### src/rtl/mux4_scan_arbiter_if.sv
// Handshake/bus bundle between the scan arbiter and its requester, mux and consumer.
// The slave modport is the arbiter's view; the master modport is the environment's view.
interface mux4_scan_arbiter_if #(
   parameter int unsigned CNT_W = 8
);
   logic [3:0]       req;
   logic             mux_o;
   logic             out_ready;
   logic             s0;
   logic             s1;
   logic [3:0]       grant;
   logic             out_valid;
   logic             out_data;
   logic [1:0]       out_chan;
   logic [CNT_W-1:0] sample_cnt;

   modport master (
      output req, mux_o, out_ready,
      input  s0, s1, grant, out_valid, out_data, out_chan, sample_cnt
   );

   modport slave (
      input  req, mux_o, out_ready,
      output s0, s1, grant, out_valid, out_data, out_chan, sample_cnt
   );
endinterface

### src/rtl/mux4_scan_arbiter.sv
// Round-robin arbiter that steers a 4:1 mux, waits a settle time, samples the mux
// output and presents it downstream on a valid/ready handshake tagged with its channel.
module mux4_scan_arbiter #(
   parameter int unsigned SETTLE = 1,
   parameter int unsigned CNT_W  = 8
) (
   input logic                 clk,
   input logic                 rst_n,
   mux4_scan_arbiter_if.slave  bus
);

   localparam int unsigned SETTLE_EFF = (SETTLE == 0) ? 1 : SETTLE;
   localparam logic [3:0]  SETTLE_LD  = 4'(SETTLE_EFF - 1);

   typedef enum logic [1:0] {
      ST_IDLE   = 2'd0,
      ST_SETTLE = 2'd1,
      ST_HOLD   = 2'd2
   } state_t;

   state_t           r_state;
   logic [1:0]       r_sel;
   logic [1:0]       r_ptr;
   logic [3:0]       r_grant;
   logic [3:0]       r_settle;
   logic             r_valid;
   logic             r_data;
   logic [1:0]       r_chan;
   logic [CNT_W-1:0] r_cnt;

   logic [1:0]       w_winner;
   logic [1:0]       w_idx;
   logic             w_found;

   // First requesting channel at or after the pointer; scanned backwards so the nearest wins.
   always_comb begin
      w_found  = 1'b0;
      w_winner = 2'd0;
      w_idx    = 2'd0;
      for (int i = 3; i >= 0; i--) begin
         w_idx = r_ptr + 2'(i);
         if (bus.req[w_idx]) begin
            w_found  = 1'b1;
            w_winner = w_idx;
         end
      end
   end

   always_ff @(posedge clk or negedge rst_n) begin
      if (!rst_n) begin
         r_state  <= ST_IDLE;
         r_sel    <= 2'd0;
         r_ptr    <= 2'd0;
         r_grant  <= 4'd0;
         r_settle <= 4'd0;
         r_valid  <= 1'b0;
         r_data   <= 1'b0;
         r_chan   <= 2'd0;
         r_cnt    <= '0;
      end else begin
         case (r_state)
            ST_IDLE: begin
               if (w_found) begin
                  r_sel    <= w_winner;
                  r_grant  <= 4'b0001 << w_winner;
                  r_settle <= SETTLE_LD;
                  r_state  <= ST_SETTLE;
               end
            end
            ST_SETTLE: begin
               if (r_settle != 4'd0) begin
                  r_settle <= r_settle - 4'd1;
               end else begin
                  r_data  <= bus.mux_o;
                  r_chan  <= r_sel;
                  r_valid <= 1'b1;
                  r_state <= ST_HOLD;
               end
            end
            ST_HOLD: begin
               // Everything stays frozen until the consumer takes the sample.
               if (bus.out_ready) begin
                  r_valid <= 1'b0;
                  r_grant <= 4'd0;
                  r_ptr   <= r_sel + 2'd1;
                  r_cnt   <= r_cnt + CNT_W'(1);
                  r_state <= ST_IDLE;
               end
            end
            default: r_state <= ST_IDLE;
         endcase
      end
   end

   assign bus.s0         = r_sel[0];
   assign bus.s1         = r_sel[1];
   assign bus.grant      = r_grant;
   assign bus.out_valid  = r_valid;
   assign bus.out_data   = r_data;
   assign bus.out_chan   = r_chan;
   assign bus.sample_cnt = r_cnt;

endmodule

### src/flat_wrapper.sv
// flat-port wrapper written by rule: the top's interface ports become plain ports
module mux4_scan_arbiter_flat 
#(
   parameter int unsigned SETTLE = 1,
   parameter int unsigned CNT_W  = 8
)
  (clk, rst_n, bus_req, bus_mux_o, bus_out_ready, bus_s0, bus_s1, bus_grant, bus_out_valid, bus_out_data, bus_out_chan, bus_sample_cnt);
  mux4_scan_arbiter_if #(.CNT_W(CNT_W)) bus_i ();
  input logic clk;
  input logic rst_n;
  input wire logic [$bits(bus_i.req)-1:0] bus_req;
  input wire logic [$bits(bus_i.mux_o)-1:0] bus_mux_o;
  input wire logic [$bits(bus_i.out_ready)-1:0] bus_out_ready;
  output wire logic [$bits(bus_i.s0)-1:0] bus_s0;
  output wire logic [$bits(bus_i.s1)-1:0] bus_s1;
  output wire logic [$bits(bus_i.grant)-1:0] bus_grant;
  output wire logic [$bits(bus_i.out_valid)-1:0] bus_out_valid;
  output wire logic [$bits(bus_i.out_data)-1:0] bus_out_data;
  output wire logic [$bits(bus_i.out_chan)-1:0] bus_out_chan;
  output wire logic [$bits(bus_i.sample_cnt)-1:0] bus_sample_cnt;
  assign bus_i.req = bus_req;
  assign bus_i.mux_o = bus_mux_o;
  assign bus_i.out_ready = bus_out_ready;
  assign bus_s0 = bus_i.s0;
  assign bus_s1 = bus_i.s1;
  assign bus_grant = bus_i.grant;
  assign bus_out_valid = bus_i.out_valid;
  assign bus_out_data = bus_i.out_data;
  assign bus_out_chan = bus_i.out_chan;
  assign bus_sample_cnt = bus_i.sample_cnt;
  mux4_scan_arbiter #(.SETTLE(SETTLE), .CNT_W(CNT_W)) u_core (.clk(clk), .rst_n(rst_n), .bus(bus_i));
endmodule
### config.mk
export PLATFORM = sky130hd
export DESIGN_NAME = mux4_scan_arbiter_flat
export DESIGN_NICKNAME = d
export VERILOG_FILES = /design/src/rtl/mux4_scan_arbiter_if.sv /design/src/rtl/mux4_scan_arbiter.sv /design/src/flat_wrapper.sv
export SDC_FILE = /design/constraint.sdc
export NUM_CORES = 1
export LEC_CHECK = 0
export BUFFER_PORTS_ARGS = -buffer_cell sky130_fd_sc_hd__buf_2
export CAP_MARGIN = 20
export CORE_UTILIZATION = 59
export CTS_BUF_LIST = sky130_fd_sc_hd__clkbuf_8
export DETAILED_ROUTE_END_ITERATION = 16
export PLACE_DENSITY_LB_ADDON = 0.25
export SLEW_MARGIN = 20
export SYNTH_ARGS = -nofsm -noshare
export SYNTH_HDL_FRONTEND = slang
export SYNTH_SLANG_ARGS = --single-unit
### constraint.sdc
create_clock -name clk -period 5.7 [get_ports clk]
set_input_delay 0 -clock clk [delete_from_list [all_inputs] [get_ports clk]]
set_output_delay 0 -clock clk [all_outputs]
set_load 0.1 [all_outputs]
==> results.py <==
metrics = {
    "logic_synthesis": {
        "ys_top_cells_by_count": "dfrtp_1 (26), nand2_1 (14), nand3_1 (8), o21ai_0 (7), xnor2_1 (7)",
        "synth_top_area_share": 0.5389,
        "synth_top_cell_by_area": "dfrtp_1",
        "yosysUniqueCellTypes": 29,
        "synth.area.top_cells": "dfrtp_1 (54%), xnor2_1 (5.1%), nand2_1 (4.4%), mux2_4 (3.7%), nand3_1 (3.3%)",
        "syn_area_per_cell_sq_um": 10.59,
        "synth_seq_cells": 26,
        "yosysWarningCount": 0,
        "ys_seq_area_frac": 0.5389,
        "synth_cells": 114,
        "synthFlopType": "dfrtp_1",
        "syn-num-nets": 125,
        "netlist_area_sq_um": 1207,
        "synthArstFlopShare": 1.000,
        "synth_most_common_cell": "dfrtp_1",
        "synth_enable_flop_cells": 0,
    },
    "sta": {
        "period_needed_ns": 1.925,
        "hold_viol_final": 0,
        "post-route-period-util": 0.3377,
        "skew_ns": 0.006479,
        "slew_violations": 0,
        "setup_viol": 0,
        "slew_headroom": 0.6109,
        "finalSetupTns_ns": 0,
        "worst_pin_slew_ns": 0.5836,
        "rsz0062_at_grt": "false",
        "fmax_mhz": 519.5,
    },
    "finish": {
        "area_growth_pct": 18.03,
        "seqCellArea_sq_um": 650.6,
        "design_area_sq_um": 1425,
        "fin_cells": 167,
        "final_util": 0.7828,
        "drive_gt1_frac": 0.2465,
        "nFillCells": 123,
        "multi_input_area_sq_um": 518.0,
        "antennaDiodeCount": 0,
        "nets": 154,
    },
    "clock_network": {
        "cts_num_sinks": 26,
        "cts_root_buf": "clkbuf_8",
        "post_cts_resized": 0,
        "cts_tree": "yes",
        "cts_buffers": 3,
        "clk_latency_ns": 0.27,
        "clockBufferDepth": 2,
        "h-tree-depth": 1,
        "post_cts_buffers": 0,
        "cts-hold-fix-buffers": 3,
        "path_clk_slew_ns": 0.09,
    },
    "placed_design": {
        "hpwl_mm": 1.692,
        "detailed_place.area_sq_um": 1340,
        "dp_cells": 160,
        "port_buffers": 25,
        "place_congestion": 0.7589,
    },
    "global_routing": {
        "grt_pass1_wl_mm": 3.588,
        "grt_max_degree": 27,
        "track_usage": 0.2399,
        "grt_overflow": 0,
        "antenna_found_initial": 0,
        "grt_pass1_vias": 837,
    },
    "die": {
        "coreArea_sq_um": 1821,
        "die_x_um": 47.24,
        "die_area_sq_um": 2231,
        "die-height_um": 47.24,
        "ioPinCount": 26,
        "rows": 15,
        "initial_core_util": 0.6632,
    },
    "drt": {
        "drc": 0,
        "postRouteAntennaNets": 0,
        "dr.pass1.iters": 4,
        "vias": 931,
        "routed_wirelength_mm": 2.313,
        "drt-initial-drc-count": 28,
        "vias_per_cell": 5.575,
        "wl_per_cell_um": 13.85,
    },
    "worst_setup_path": {
        "cp_max_fo": 5,
        "critPathRequiredTime_ns": 5.85,
        "worstPathArrival_ns": 2.08,
        "crit_type": "flop to flop",
        "cp-start-kind": "flop",
        "crit_path_end_kind": "flop",
    },
    "flow_run": {
        "cap_violations": 0,
    },
    "min_path": {
        "hold_class": "input port to flop",
    },
    "outcome": {
        "status": "complete, no violations",
    },
}
==> registers in the layout (all words and copies together), names as in the netlist <==
| signal | cells |
|---|---|
| u_core.r_ptr | 2 |
| u_core.bus.out_data | 1 |
| u_core.r_state | 2 |
| u_core.r_settle | 4 |
| u_core.bus.out_valid | 1 |
| u_core.r_sel | 2 |
| u_core.bus.grant | 4 |
| u_core.bus.sample_cnt | 8 |
| u_core.bus.out_chan | 2 |
==> final cells by class <==
type	count	area share
clock buffer	4	0.03863
inverter	4	0.01054
multi-input combinational	80	0.3635
sequential	26	0.4565
tap	25	0.02195
timing repair buffer	28	0.1089
==> critical path, stage by stage, from the launching register on <==
cell and delay (ns):
dfrtp_1 0.42, inv_1 0.10, ha_1 0.14, or3b_4 0.39, or3_1 0.43, mux2_4 0.33
==> worst paths after layout <==
| path | slack [ns] | depth (start not counted) | startpoint | endpoint |
|---|---|---|---|---|
| max in group asynchronous | 5.06 | 2 | rst_n | u_core.bus.sample_cnt[7] |
| worst min-delay path | 0.20 | 3 | bus_req[3] | u_core.r_sel[1] |
| worst min register to register | 0.47 | 1 | u_core.bus.sample_cnt[7] | u_core.bus.sample_cnt[7] |
| min in group asynchronous | 0.26 | 2 | rst_n | u_core.bus.out_chan[0] |
| worst max-delay path | 3.78 | 5 | u_core.r_settle[0] | u_core.bus.out_data |
| worst max register to register | 3.78 | 5 | u_core.r_settle[0] | u_core.bus.out_data |
==> cells by family (layout without fill, tap and decap cells) <==
kind of cell               count (synthesis)  in the layout  share of synthesized area
AOI/OAI and AO/OA                         17             17                    0.08601
and+or+nand+nor                           45             45                     0.1855
muxes                                      5              5                    0.05388
adders and majority gates                  3              3                    0.03109
xor gates and xnor gates                  10             10                    0.07254
DFF                                       26             26                     0.5389
buffers and inverters                      8             36                    0.03212
==> routing by layer <==
| layer | part of all wire | GRT usage |
|---|---|---|
| met5 | 0 | 0 |
| met4 | 0.0043 | 0.1086 |
| met3 | 0.047 | 0.05000 |
| met2 | 0.49 | 0.3945 |
| met1 | 0.46 | 0.3040 |
==> cell usage in the layout, fill, tap and decap left out <==
cell	count
dlygate4sd3_1	3
o31ai_1	2
nand2b_1	1
nand3b_1	1
nor4_1	1
inv_1	4
ha_1	3
o21a_1	1
o22ai_1	1
mux2_4	3
clkbuf_8	4
o211ai_1	1
xnor2_1	7
nor3_1	3
o21ai_0	7
buf_2	25
nor2_1	6
dfrtp_1	26
mux2i_1	2
a21oi_1	3
nand3_1	8
xor2_1	3
nor2b_1	1
or3b_4	1
nand2_1	14
and3_1	4
nand4_1	2
or3_1	3
a31o_2	2
==> through the flow <==
stage / setup slack (ns) / hold WS [ns]
6_report: 3.775 / 0.1990
5_1_grt: 3.725 / 0.2123
4_1_cts: 3.787 / 0.1941
3_5_place_dp: 3.788 / 0.02307
3_3_place_gp: 3.860 / 0.01652
2_1_floorplan: 3.883 / -0.2956
Power is not shown: default switching activity piles up to over one toggle a cycle in this logic, so the estimate is an artifact.
